===== src/rtl/uart_pkg.sv =====
// Shared definitions for the UART transceiver: parity encodings, FSM state types,
// and helpers that derive the per-bit clock count and its counter width.
package uart_pkg;

    localparam int unsigned PARITY_NONE = 0;
    localparam int unsigned PARITY_ODD  = 1;
    localparam int unsigned PARITY_EVEN = 2;

    typedef enum logic [2:0] {
        TX_IDLE,
        TX_START,
        TX_DATA,
        TX_PARITY,
        TX_STOP,
        TX_DONE
    } tx_state_t;

    typedef enum logic [2:0] {
        RX_IDLE,
        RX_START,
        RX_DATA,
        RX_PARITY,
        RX_STOP,
        RX_CLEANUP
    } rx_state_t;

    function automatic int unsigned calc_clks_per_bit(input int unsigned clk_freq,
                                                      input int unsigned baud);
        return clk_freq / baud;
    endfunction

    function automatic int unsigned calc_cnt_width(input int unsigned clks_per_bit);
        return (clks_per_bit <= 2) ? 1 : $clog2(clks_per_bit);
    endfunction

endpackage


===== src/rtl/uart_rx.sv =====
// UART receiver: 2-flop synchroniser, mid-bit sampler and frame FSM.
// Define UART_RX_MAJORITY_VOTE_EN for 2-of-3 voting over mid-1/mid/mid+1 samples.
module uart_rx
    import uart_pkg::*;
#(
    parameter int unsigned CLKS_PER_BIT = 4,
    parameter int unsigned DATA_BITS    = 8,
    parameter int unsigned PARITY       = PARITY_EVEN,
    parameter int unsigned STOP_BITS    = 1
) (
    input  logic                 clk,
    input  logic                 rst_n,
    input  logic                 rx_serial,
    output logic [DATA_BITS-1:0] rx_data,
    output logic                 rx_ready,
    output logic                 rx_error
);

    localparam int unsigned     CW        = calc_cnt_width(CLKS_PER_BIT);
    localparam logic [CW-1:0]   BIT_LAST  = CW'(CLKS_PER_BIT - 1);
    localparam logic [CW-1:0]   HALF_LAST = CW'(CLKS_PER_BIT / 2 - 1);
    localparam logic [3:0]      DATA_LAST = 4'(DATA_BITS - 1);
    localparam logic            STOP_LAST = 1'(STOP_BITS - 1);
`ifdef UART_RX_MAJORITY_VOTE_EN
    localparam int unsigned     WIN       = 3;
`else
    localparam int unsigned     WIN       = 2;
`endif

    rx_state_t              state;
    logic                   sync_meta;
    logic [WIN-1:0]         win;
    logic                   line_now;
    logic                   sample_bit;
    logic                   par_ok;
    logic [CW-1:0]          cnt;
    logic [3:0]             idx;
    logic                   stop_idx;
    logic                   par_acc;
    logic                   stop_ok;
    logic [DATA_BITS-1:0]   shift;

    // win[1] is the synchronised "now"; win[0] is one clock ahead, win[2] one behind
    always_ff @(posedge clk or negedge rst_n) begin
        if (!rst_n) begin
            sync_meta <= 1'b1;
            win       <= '1;
        end else begin
            sync_meta <= rx_serial;
            win       <= {win[WIN-2:0], sync_meta};
        end
    end

    assign line_now = win[1];
`ifdef UART_RX_MAJORITY_VOTE_EN
    assign sample_bit = (win[0] & win[1]) | (win[0] & win[2]) | (win[1] & win[2]);
`else
    assign sample_bit = win[1];
`endif

    assign par_ok = (PARITY == PARITY_NONE) ? 1'b1 :
                    (PARITY == PARITY_ODD)  ? par_acc : ~par_acc;

    always_ff @(posedge clk or negedge rst_n) begin
        if (!rst_n) begin
            state    <= RX_IDLE;
            cnt      <= '0;
            idx      <= '0;
            stop_idx <= 1'b0;
            par_acc  <= 1'b0;
            stop_ok  <= 1'b1;
            shift    <= '0;
            rx_data  <= '0;
            rx_ready <= 1'b0;
            rx_error <= 1'b0;
        end else begin
            rx_ready <= 1'b0;
            rx_error <= 1'b0;
            case (state)
                RX_IDLE: begin
                    if (!line_now) begin
                        state <= RX_START;
                        cnt   <= '0;
                    end
                end
                RX_START: begin
                    if (cnt == HALF_LAST) begin
                        cnt <= '0;
                        if (sample_bit) begin
                            state <= RX_IDLE;
                        end else begin
                            state   <= RX_DATA;
                            idx     <= '0;
                            par_acc <= 1'b0;
                            stop_ok <= 1'b1;
                        end
                    end else begin
                        cnt <= cnt + CW'(1);
                    end
                end
                RX_DATA: begin
                    if (cnt == BIT_LAST) begin
                        cnt     <= '0;
                        shift   <= {sample_bit, shift[DATA_BITS-1:1]};
                        par_acc <= par_acc ^ sample_bit;
                        if (idx == DATA_LAST) begin
                            stop_idx <= 1'b0;
                            state    <= (PARITY != PARITY_NONE) ? RX_PARITY : RX_STOP;
                        end else begin
                            idx <= idx + 4'd1;
                        end
                    end else begin
                        cnt <= cnt + CW'(1);
                    end
                end
                RX_PARITY: begin
                    if (cnt == BIT_LAST) begin
                        cnt     <= '0;
                        par_acc <= par_acc ^ sample_bit;
                        state   <= RX_STOP;
                    end else begin
                        cnt <= cnt + CW'(1);
                    end
                end
                RX_STOP: begin
                    if (cnt == BIT_LAST) begin
                        cnt <= '0;
                        if (stop_idx == STOP_LAST) begin
                            if (par_ok && stop_ok && sample_bit) begin
                                rx_data  <= shift;
                                rx_ready <= 1'b1;
                            end else begin
                                rx_error <= 1'b1;
                            end
                            state <= RX_CLEANUP;
                        end else begin
                            stop_ok  <= stop_ok & sample_bit;
                            stop_idx <= 1'b1;
                        end
                    end else begin
                        cnt <= cnt + CW'(1);
                    end
                end
                RX_CLEANUP: begin
                    // a frame with a low stop bit must not re-trigger as a start
                    if (line_now) begin
                        state <= RX_IDLE;
                    end
                end
                default: state <= RX_IDLE;
            endcase
        end
    end

endmodule


===== src/rtl/uart_tx_rx_module.sv =====
// Full-duplex UART: inline transmitter FSM plus a uart_rx instance, shared baud setting.
// Optional macro UART_RX_MAJORITY_VOTE_EN selects majority-vote sampling in the receiver.
module uart_tx_rx_module
    import uart_pkg::*;
#(
    parameter int unsigned UART_BAUD_RATE           = 9600,
    parameter int unsigned CLOCK_FREQUENCY          = 50000000,
    parameter int unsigned PARITY                   = 2,
    parameter int unsigned NUM_OF_DATA_BITS_IN_PACK = 8,
    parameter int unsigned NUMBER_STOP_BITS         = 1
) (
    input  logic                                IN_CLOCK,
    input  logic                                IN_RESET_N,
    input  logic                                IN_TX_LAUNCH,
    input  logic [NUM_OF_DATA_BITS_IN_PACK-1:0] IN_TX_DATA,
    input  logic                                IN_RX_SERIAL,
    output logic                                OUT_TX_SERIAL,
    output logic                                OUT_TX_ACTIVE,
    output logic                                OUT_TX_DONE,
    output logic                                OUT_TX_START_BIT_ACTIVE,
    output logic                                OUT_TX_STOP_BIT_ACTIVE,
    output logic                                OUT_RX_DATA_READY,
    output logic [NUM_OF_DATA_BITS_IN_PACK-1:0] OUT_RX_DATA,
    output logic                                OUT_RX_ERROR
);

    localparam int unsigned   N         = NUM_OF_DATA_BITS_IN_PACK;
    localparam int unsigned   CLKS      = calc_clks_per_bit(CLOCK_FREQUENCY, UART_BAUD_RATE);
    localparam int unsigned   CW        = calc_cnt_width(CLKS);
    localparam logic [CW-1:0] BIT_LAST  = CW'(CLKS - 1);
    localparam logic [3:0]    DATA_LAST = 4'(N - 1);
    localparam logic          STOP_LAST = 1'(NUMBER_STOP_BITS - 1);

    tx_state_t       tx_state;
    logic [CW-1:0]   tx_cnt;
    logic [3:0]      tx_idx;
    logic            tx_stop_idx;
    logic [N-1:0]    tx_shift;
    logic            tx_par;
    logic            launch_prev;
    logic            bit_end;

    assign bit_end = (tx_cnt == BIT_LAST);

    // Transmit FSM; data shifts out LSB first, parity captured at launch
    always_ff @(posedge IN_CLOCK or negedge IN_RESET_N) begin
        if (!IN_RESET_N) begin
            tx_state                <= TX_IDLE;
            tx_cnt                  <= '0;
            tx_idx                  <= '0;
            tx_stop_idx             <= 1'b0;
            tx_shift                <= '0;
            tx_par                  <= 1'b0;
            launch_prev             <= 1'b0;
            OUT_TX_SERIAL           <= 1'b1;
            OUT_TX_ACTIVE           <= 1'b0;
            OUT_TX_DONE             <= 1'b0;
            OUT_TX_START_BIT_ACTIVE <= 1'b0;
            OUT_TX_STOP_BIT_ACTIVE  <= 1'b0;
        end else begin
            launch_prev <= IN_TX_LAUNCH;
            OUT_TX_DONE <= 1'b0;
            case (tx_state)
                TX_IDLE: begin
                    if (IN_TX_LAUNCH && !launch_prev) begin
                        tx_shift                <= IN_TX_DATA;
                        tx_par                  <= (PARITY == PARITY_ODD) ? ~(^IN_TX_DATA) : ^IN_TX_DATA;
                        tx_cnt                  <= '0;
                        tx_state                <= TX_START;
                        OUT_TX_SERIAL           <= 1'b0;
                        OUT_TX_ACTIVE           <= 1'b1;
                        OUT_TX_START_BIT_ACTIVE <= 1'b1;
                    end
                end
                TX_START: begin
                    if (bit_end) begin
                        tx_cnt                  <= '0;
                        tx_idx                  <= '0;
                        OUT_TX_SERIAL           <= tx_shift[0];
                        tx_shift                <= tx_shift >> 1;
                        OUT_TX_START_BIT_ACTIVE <= 1'b0;
                        tx_state                <= TX_DATA;
                    end else begin
                        tx_cnt <= tx_cnt + CW'(1);
                    end
                end
                TX_DATA: begin
                    if (bit_end) begin
                        tx_cnt <= '0;
                        if (tx_idx == DATA_LAST) begin
                            if (PARITY != PARITY_NONE) begin
                                OUT_TX_SERIAL <= tx_par;
                                tx_state      <= TX_PARITY;
                            end else begin
                                OUT_TX_SERIAL          <= 1'b1;
                                OUT_TX_STOP_BIT_ACTIVE <= 1'b1;
                                tx_stop_idx            <= 1'b0;
                                tx_state               <= TX_STOP;
                            end
                        end else begin
                            tx_idx        <= tx_idx + 4'd1;
                            OUT_TX_SERIAL <= tx_shift[0];
                            tx_shift      <= tx_shift >> 1;
                        end
                    end else begin
                        tx_cnt <= tx_cnt + CW'(1);
                    end
                end
                TX_PARITY: begin
                    if (bit_end) begin
                        tx_cnt                 <= '0;
                        OUT_TX_SERIAL          <= 1'b1;
                        OUT_TX_STOP_BIT_ACTIVE <= 1'b1;
                        tx_stop_idx            <= 1'b0;
                        tx_state               <= TX_STOP;
                    end else begin
                        tx_cnt <= tx_cnt + CW'(1);
                    end
                end
                TX_STOP: begin
                    if (bit_end) begin
                        tx_cnt <= '0;
                        if (tx_stop_idx == STOP_LAST) begin
                            OUT_TX_DONE            <= 1'b1;
                            OUT_TX_ACTIVE          <= 1'b0;
                            OUT_TX_STOP_BIT_ACTIVE <= 1'b0;
                            tx_state               <= TX_DONE;
                        end else begin
                            tx_stop_idx <= 1'b1;
                        end
                    end else begin
                        tx_cnt <= tx_cnt + CW'(1);
                    end
                end
                TX_DONE:  tx_state <= TX_IDLE;
                default:  tx_state <= TX_IDLE;
            endcase
        end
    end

    uart_rx #(
        .CLKS_PER_BIT (CLKS),
        .DATA_BITS    (N),
        .PARITY       (PARITY),
        .STOP_BITS    (NUMBER_STOP_BITS)
    ) u_rx (
        .clk       (IN_CLOCK),
        .rst_n     (IN_RESET_N),
        .rx_serial (IN_RX_SERIAL),
        .rx_data   (OUT_RX_DATA),
        .rx_ready  (OUT_RX_DATA_READY),
        .rx_error  (OUT_RX_ERROR)
    );

endmodule


===== config.mk =====
export PLATFORM = sky130hd
export DESIGN_NAME = uart_tx_rx_module
export DESIGN_NICKNAME = d
export VERILOG_FILES = /design/src/rtl/uart_pkg.sv /design/src/rtl/uart_rx.sv /design/src/rtl/uart_tx_rx_module.sv
export SDC_FILE = /design/constraint.sdc
export NUM_CORES = 1
export LEC_CHECK = 0
export ABC_AREA = 1
export CORE_MARGIN = 1.5
export CORE_UTILIZATION = 52
export DETAILED_ROUTE_END_ITERATION = 12
export PLACE_DENSITY = 0.73
export REMOVE_ABC_BUFFERS = 1
export SYNTH_ARGS = -nofsm -noshare
export SYNTH_HDL_FRONTEND = slang
export SYNTH_SLANG_ARGS = --single-unit

===== constraint.sdc =====
create_clock -name IN_CLOCK -period 1.4 [get_ports IN_CLOCK]
set_input_delay 0.28 -clock IN_CLOCK [delete_from_list [all_inputs] [get_ports IN_CLOCK]]
set_output_delay 0.28 -clock IN_CLOCK [all_outputs]
set_load 0.01 [all_outputs]

## Word level (Yosys, flattened, before mapping)

Index checks and enable logic that the tools add are counted.
Widths: inputs -> output; s select.

| word-level totals | value |
|---|---|
| flip-flop bits (word level) | 80 |
| input bits | 12 |
| output and inout bits | 15 |

| cells by class | value |
|---|---|
| add/subtract/negate cells | 4 |
| equal/unequal tests | 34 |
| mux-type cells | 80 |
| bitwise operators | 4 |
| reductions and logical operators | 40 |

Operator list:

| kind | number |
|---|---|
| $mux 13 | 5 |
| $mux 3 | 15 |
| $pmux 13 s3 | 1 |
| $mux 1 | 33 |
| $mux 8 | 4 |
| $mux 4 | 7 |
| $add 13x1->13 const B | 2 |
| $eq 13x13->1 const B | 2 |
| $pmux 13 s2 | 1 |
| $ne 2x2->1 const B | 12 |
| $pmux 8 s3 | 1 |
| $reduce_and 4->1 | 6 |
| $reduce_and 5->1 | 4 |
| $pmux 3 s6 | 1 |
| $reduce_bool 2->1 | 9 |
| $ne 2x1->1 const B | 8 |
| $pmux 4 s2 | 2 |
| $pmux 3 s5 | 1 |
| $pmux 1 s2 | 7 |
| $eq 13x12->1 const B | 1 |
| $eq 3x2->1 const B | 4 |
| $eq 3x3->1 const B | 3 |
| $add 4x1->4 const B | 2 |
| $eq 4x3->1 const B | 2 |
| other kinds (19) | 29 |

## Depth between registers and ports, before layout

| logic depth | value |
|---|---|
| depth in word-level cells | 7 |
| depth in mapped cells | 10 |
| mapped depth without buffers | 10 |

## Cells and area by module

From an unflattened synthesis, not the netlist that was laid out.

| unflattened totals | value |
|---|---|
| cell total of the unflattened synthesis | 590 |
| area total of the unflattened synthesis | 4489.3 µm² |

By module, submodules not included:

| module | instances | cells each | area each (µm²) |
|---|---|---|---|
| uart_rx | 1 | 296 | 2289.7 |
| uart_tx_rx_module | 1 | 294 | 2199.6 |

## Worst setup path before layout

No wires, ideal clock.

| path | value |
|---|---|
| path kind | reg-to-reg |
| start point | reg u_rx.win[1] |
| end point | reg u_rx.state[0] |
| library setup time | 117 ps |
| arrival time | 1365 ps |
| data required time | 1283 ps |
| slack | -82 ps |
| cell stages (with the launch flop) | 9 |
| path buffers | 1 |
| period minus slack after synthesis | 1482 ps |
| path through | dfstp_2 -> clkbuf_1 -> inv_1 -> nand3_1 -> nand2_1 -> a21oi_1 -> nand2_1 -> nand2_1 -> nand2_1 |

| between the ends | value |
|---|---|
| cells in the longest elaborated chain, start to end | 2 |
| elaborated cells between the ends (all ways) | 3 |

RTL lines:

| item | line | source |
|---|---|---|
| start: declaration | uart_rx.sv:32 | `logic [WIN-1:0] win;` |
| start signal: assignment | uart_rx.sv:50 | `win <= {win[WIN-2:0], sync_meta};` |
| $ne 2x1->1 (no source line) / $ne 2x2->1 (equally long branches) | n/a |  |
| $reduce_and 8->1 (no source line) (*) | n/a |  |
| end signal: assignment | uart_rx.sv:108 | `state <= (PARITY != PARITY_NONE) ? RX_PARITY : RX_STOP;` |
| end: declaration | uart_rx.sv:30 | `rx_state_t state;` |

Mark *: on every way between the ends. The rest lies on a longest branch, timed or not.
A chain may end at the register's enable or synchronous reset.

## Final worst setup path

| path | value |
|---|---|
| start point | reg u_rx.cnt[0] |
| end point | reg u_rx.cnt[5] |

| between the ends | value |
|---|---|
| cells in the longest elaborated chain, start to end | 3 |
| elaborated cells between the ends (all ways) | 6 |

RTL lines:

| item | line | source |
|---|---|---|
| start: declaration | uart_rx.sv:36 | `logic [CW-1:0] cnt;` |
| start signal: assignment | uart_rx.sv:98 | `cnt <= cnt + CW'(1);` |
| start signal: assignment | uart_rx.sv:113 | `cnt <= cnt + CW'(1);` |
| start signal: assignment | uart_rx.sv:122 | `cnt <= cnt + CW'(1);` |
| $add 13x1->13, or another cell as far along | n/a |  |
| $mux 13 (on tied branches) | n/a |  |
| $pmux 13 s3 (*) | uart_rx.sv:79 | `case (state)` |

Marked as above.

==> summary.txt <==
Placement
  – Number of buffer cells added on primary ports: 26
  – Gpl congestion: 0.9166
  – Detailed-placement wirelength estimate: 7437 µm
  – Number of placed instances with taps included: 770

Floorplan
  – Placeable core region: 7807 µm²
  – # IOs: 27
  – Floorplan row count: 32
  – Die Outline Area: 8738 µm²
  – Initial core utilization: 54.52%
  – Die outline height: 93.48 µm
  – Horizontal die dimension: 93.48 µm

Hold path
  – Path category of the worst min-delay check: in2reg

Pwr
  – Tot Pwr: 4.130 mW
  – Power share of the sequential group: 54.8%
  – Cell Pwr Density: 619.4 nW/µm²
  – Part of the power in the clock network: 41.1%
  – Switching share of power: 27.07%
  – Logic gate share of total power: 4.1%
  – Switching power of the nets: 1.118 mW
  – Cell-internal power: 3.012 mW
  – Worst IR drop on VDD: 0.4740 mV
  – Static power due to leakage: 3.212 nW

Timing
  – Slew Limit Fails: 0
  – Maximum clock frequency: 0.6333 GHz
  – Final period util: 112.8%
  – Final setup margin: -0.1791 ns
  – Slew at the pin closest to its max-slew limit: 0.3985 ns
  – Final setup TNS: -6.338 ns
  – Clock tree skew after final layout: 0.01057 ns
  – Tmin final: 1.579 ns
  – Worst slew margin: 73.24%
  – Final hold violation count: 0
  – Unrepaired setup endpoints after global routing: true
  – Final setup fails: 67

Synthesis
  – EDFF count, synth: 0
  – Cell accounting for the most synthesized area: sky130_fd_sc_hd__dfrtp_1
  – Seq/Total Area, Yosys: 46.00%
  – Count of cell types in the netlist: 38
  – Gate count after technology mapping: 555
  – Yosys synthesis warning count: 0
  – Main area contributors after synthesis: sky130_fd_sc_hd__dfrtp_1 (43%), sky130_fd_sc_hd__nand2_1 (16%), sky130_fd_sc_hd__nand3_1 (5.4%), sky130_fd_sc_hd__nor2_1 (4.6%), sky130_fd_sc_hd__inv_1 (4.1%)
  – Fraction of synthesized cell area taken by the top area cell type: 42.92%
  – Flip-flop and latch count after synthesis: 78
  – Summed instance area of the synthesized netlist: 4257 µm²
  – Async SR Flop Fraction: 100.0%
  – Post-synthesis area per instance: 7.670 µm²
  – Primary flip-flop cell chosen by synthesis mapping: sky130_fd_sc_hd__dfrtp_1

Clock tree
  – Root buffer cell: sky130_fd_sc_hd__clkbuf_8
  – Number of H-tree branching levels: 3
  – TritonCTS Buffers: 9
  – Worst-path clk slew: 0.10 ns
  – Max Root-Sink Buffers: 2
  – Skew-Pair Late Insertion Delay: 0.37 ns
  – CTS tree: yes
  – Clock net sink count: 78

Drt
  – Number of design-rule violations left by the first detailed-router iteration: 337
  – Post-route ant nets: 0
  – Count of unresolved DRC violations after routing: 0
  – Routed wire per std cell: 17.78 µm
  – Via count of the routed design: 4723
  – Via density: 5.718
  – Router iterations before antenna repair: 5
  – Sum of routed wire length over all layers: 14680 µm

Finish
  – Post-layout instance count excluding filler cells: 826
  – Most common cell after layout, fill and taps aside: sky130_fd_sc_hd__nand2_1
  – Core occupancy in the finished layout: 85.40%
  – Relative area change from synthesis to final layout: 56.64%
  – Fraction of final layout cells with drive strength greater than 1: 45.86%
  – Most used cells in the layout excluding fill and tap cells: sky130_fd_sc_hd__nand2_1 (137), sky130_fd_sc_hd__buf_4 (104), sky130_fd_sc_hd__dfrtp_1 (68)
  – Total Nets Final: 735
  – Count of antenna diodes in the layout: 0

Status
  – Result of the run: finished, violations left
  – Violated checks: negative setup slack

Worst setup path
  – Critical path type: reg2reg
  – Reg-to-reg setup timing slack: -0.18 ns
  – Required time of the critical path: 1.67 ns
  – Capturing element type of the critical path: flop
  – Maximum fanout along the worst path: 5
  – Critical path data arrival time: 1.85 ns
  – Type of element launching the critical path: flop

Global routing
  – Total routing resource utilization after global routing: 28.40%
  – Maximum number of pins on one net before global-route repair: 32
  – Total overflow reported by the global router: 0
  – Global-route wire length before repair: 19530 µm
  – Vias in the first global route: 4345
  – Initial antenna violation count: 0

Job
  – Max_cap viols: 0
-- worst max-delay path: stages (launching register included) --
cell and delay, ns:
sky130_fd_sc_hd__dfrtp_1 0.42, sky130_fd_sc_hd__ha_4 0.19, sky130_fd_sc_hd__nand2_4 0.07, sky130_fd_sc_hd__nor2_4 0.10, sky130_fd_sc_hd__nand3_4 0.14, sky130_fd_sc_hd__nand2_4 0.13
sky130_fd_sc_hd__nand2_8 0.08, sky130_fd_sc_hd__nor2_4 0.14, sky130_fd_sc_hd__buf_6 0.16, sky130_fd_sc_hd__nor3_2 0.04
-- power groups by stage --
stage,combinational [mW],sequential (mW),clock (mW)
final,0.167,2.26,1.70
after global routing,0.183,2.26,1.78
after CTS,0.161,2.26,1.67
after detailed placement,0.156,2.31,0
after global placement,0.153,2.31,0
after floorplan,0.0437,2.31,0
-- synthesized netlist by cell type, types with 2 or more instances --
master and count:
sky130_fd_sc_hd__xnor2_1 6, sky130_fd_sc_hd__nor2_8 2, sky130_fd_sc_hd__nand3_2 2, sky130_fd_sc_hd__dfrtp_1 73, sky130_fd_sc_hd__a21oi_1 13, sky130_fd_sc_hd__nand2_4 2, sky130_fd_sc_hd__nor2_4 3, sky130_fd_sc_hd__nor2_2 3
sky130_fd_sc_hd__inv_1 46, sky130_fd_sc_hd__nand3_4 2, sky130_fd_sc_hd__dfstp_2 5, sky130_fd_sc_hd__ha_1 4, sky130_fd_sc_hd__buf_6 2, sky130_fd_sc_hd__nand2_1 176, sky130_fd_sc_hd__nand3b_1 4, sky130_fd_sc_hd__nor3_1 12
sky130_fd_sc_hd__a21oi_2 2, sky130_fd_sc_hd__xor2_1 9, sky130_fd_sc_hd__o21ai_1 15, sky130_fd_sc_hd__nand3_1 46, sky130_fd_sc_hd__nand4_1 12, sky130_fd_sc_hd__inv_2 12, sky130_fd_sc_hd__o21ai_2 2, sky130_fd_sc_hd__nor2_1 52
sky130_fd_sc_hd__buf_2 2, sky130_fd_sc_hd__o21ai_0 29, sky130_fd_sc_hd__nand2_2 8
-- worst paths after layout --
| path | cells past startpoint | start | end |
|---|---|---|---|
| max reg2reg | 9 | u_rx.cnt[0] | u_rx.cnt[5] |
| min reg2reg | 0 | u_rx.win[0] | u_rx.win[1] |
| min in group asynchronous | 2 | IN_RESET_N | u_rx.cnt[12] |
| min | 1 | IN_RX_SERIAL | u_rx.sync_meta |
| max in group asynchronous | 3 | IN_RESET_N | OUT_TX_SERIAL |
| max | 9 | u_rx.cnt[0] | u_rx.cnt[5] |
-- timing repair --
action / in CTS / in global routing
resized for setup: 105 / 156
pin swaps: 34 / 56
hold buffers: 1 / 0
hold endpoints to repair: 15 / 0
cloned: 3 / 1
buffers inserted: 11 / 24
setup endpoints to repair: 85 / 72
-- layout make-up --
class | instances | area [µm²]
Clock buffer | 9 | 123.9
Clock inverter | 7 | 62.56
Fill cell | 370 | 1140
Inverter | 59 | 254.0
Multi-Input combinational cell | 416 | 2809
Sequential cell | 78 | 1964
Tap cell | 102 | 127.6
Timing Repair Buffer | 155 | 1326
-- cell families after synthesis --
| kind of cell | synth area share (%) |
|---|---|
| simple gates | 35.10 |
| fa+ha+maj | 1.176 |
| flops | 46.00 |
| xor+xnor | 3.087 |
| compound gates | 8.378 |
| buf+inv | 6.261 |
-- per-stage QoR --
stage               hold slack, ns  instance area, µm²  setup slack, ns
floorplan                 -0.01559                4213          -0.1166
global placement            0.1931                5321          -0.1723
detailed placement          0.1940                5321          -0.2896
CTS                         0.3043                5896          -0.1357
global route                0.2918                6668          -0.2409
finish                      0.3076                6668          -0.1791
-- layer usage --
layer  part of all wire (%)  GRT usage, %  up-vias
li1                       -             -     2136
met1                     38         34.33     2282
met2                     52         49.70      228
met3                    5.1         3.902       77
met4                    5.2         13.26        0
met5                      0             0        -
-- flip-flops by register name, summed over array words and instances, names as in the netlist --
signal	cells
tx_cnt	13
u_rx.cnt	13
tx_shift	8
u_rx.rx_data	8
u_rx.shift	8
tx_idx	4
u_rx.idx	4
tx_state	3
u_rx.state	3
u_rx.win	2
OUT_TX_ACTIVE	1
OUT_TX_DONE	1
OUT_TX_SERIAL	1
OUT_TX_START_BIT_ACTIVE	1
OUT_TX_STOP_BIT_ACTIVE	1
launch_prev	1
tx_par	1
u_rx.par_acc	1
u_rx.rx_error	1
u_rx.rx_ready	1
u_rx.stop_ok	1
u_rx.sync_meta	1
(Power assumes the default switching activity.)
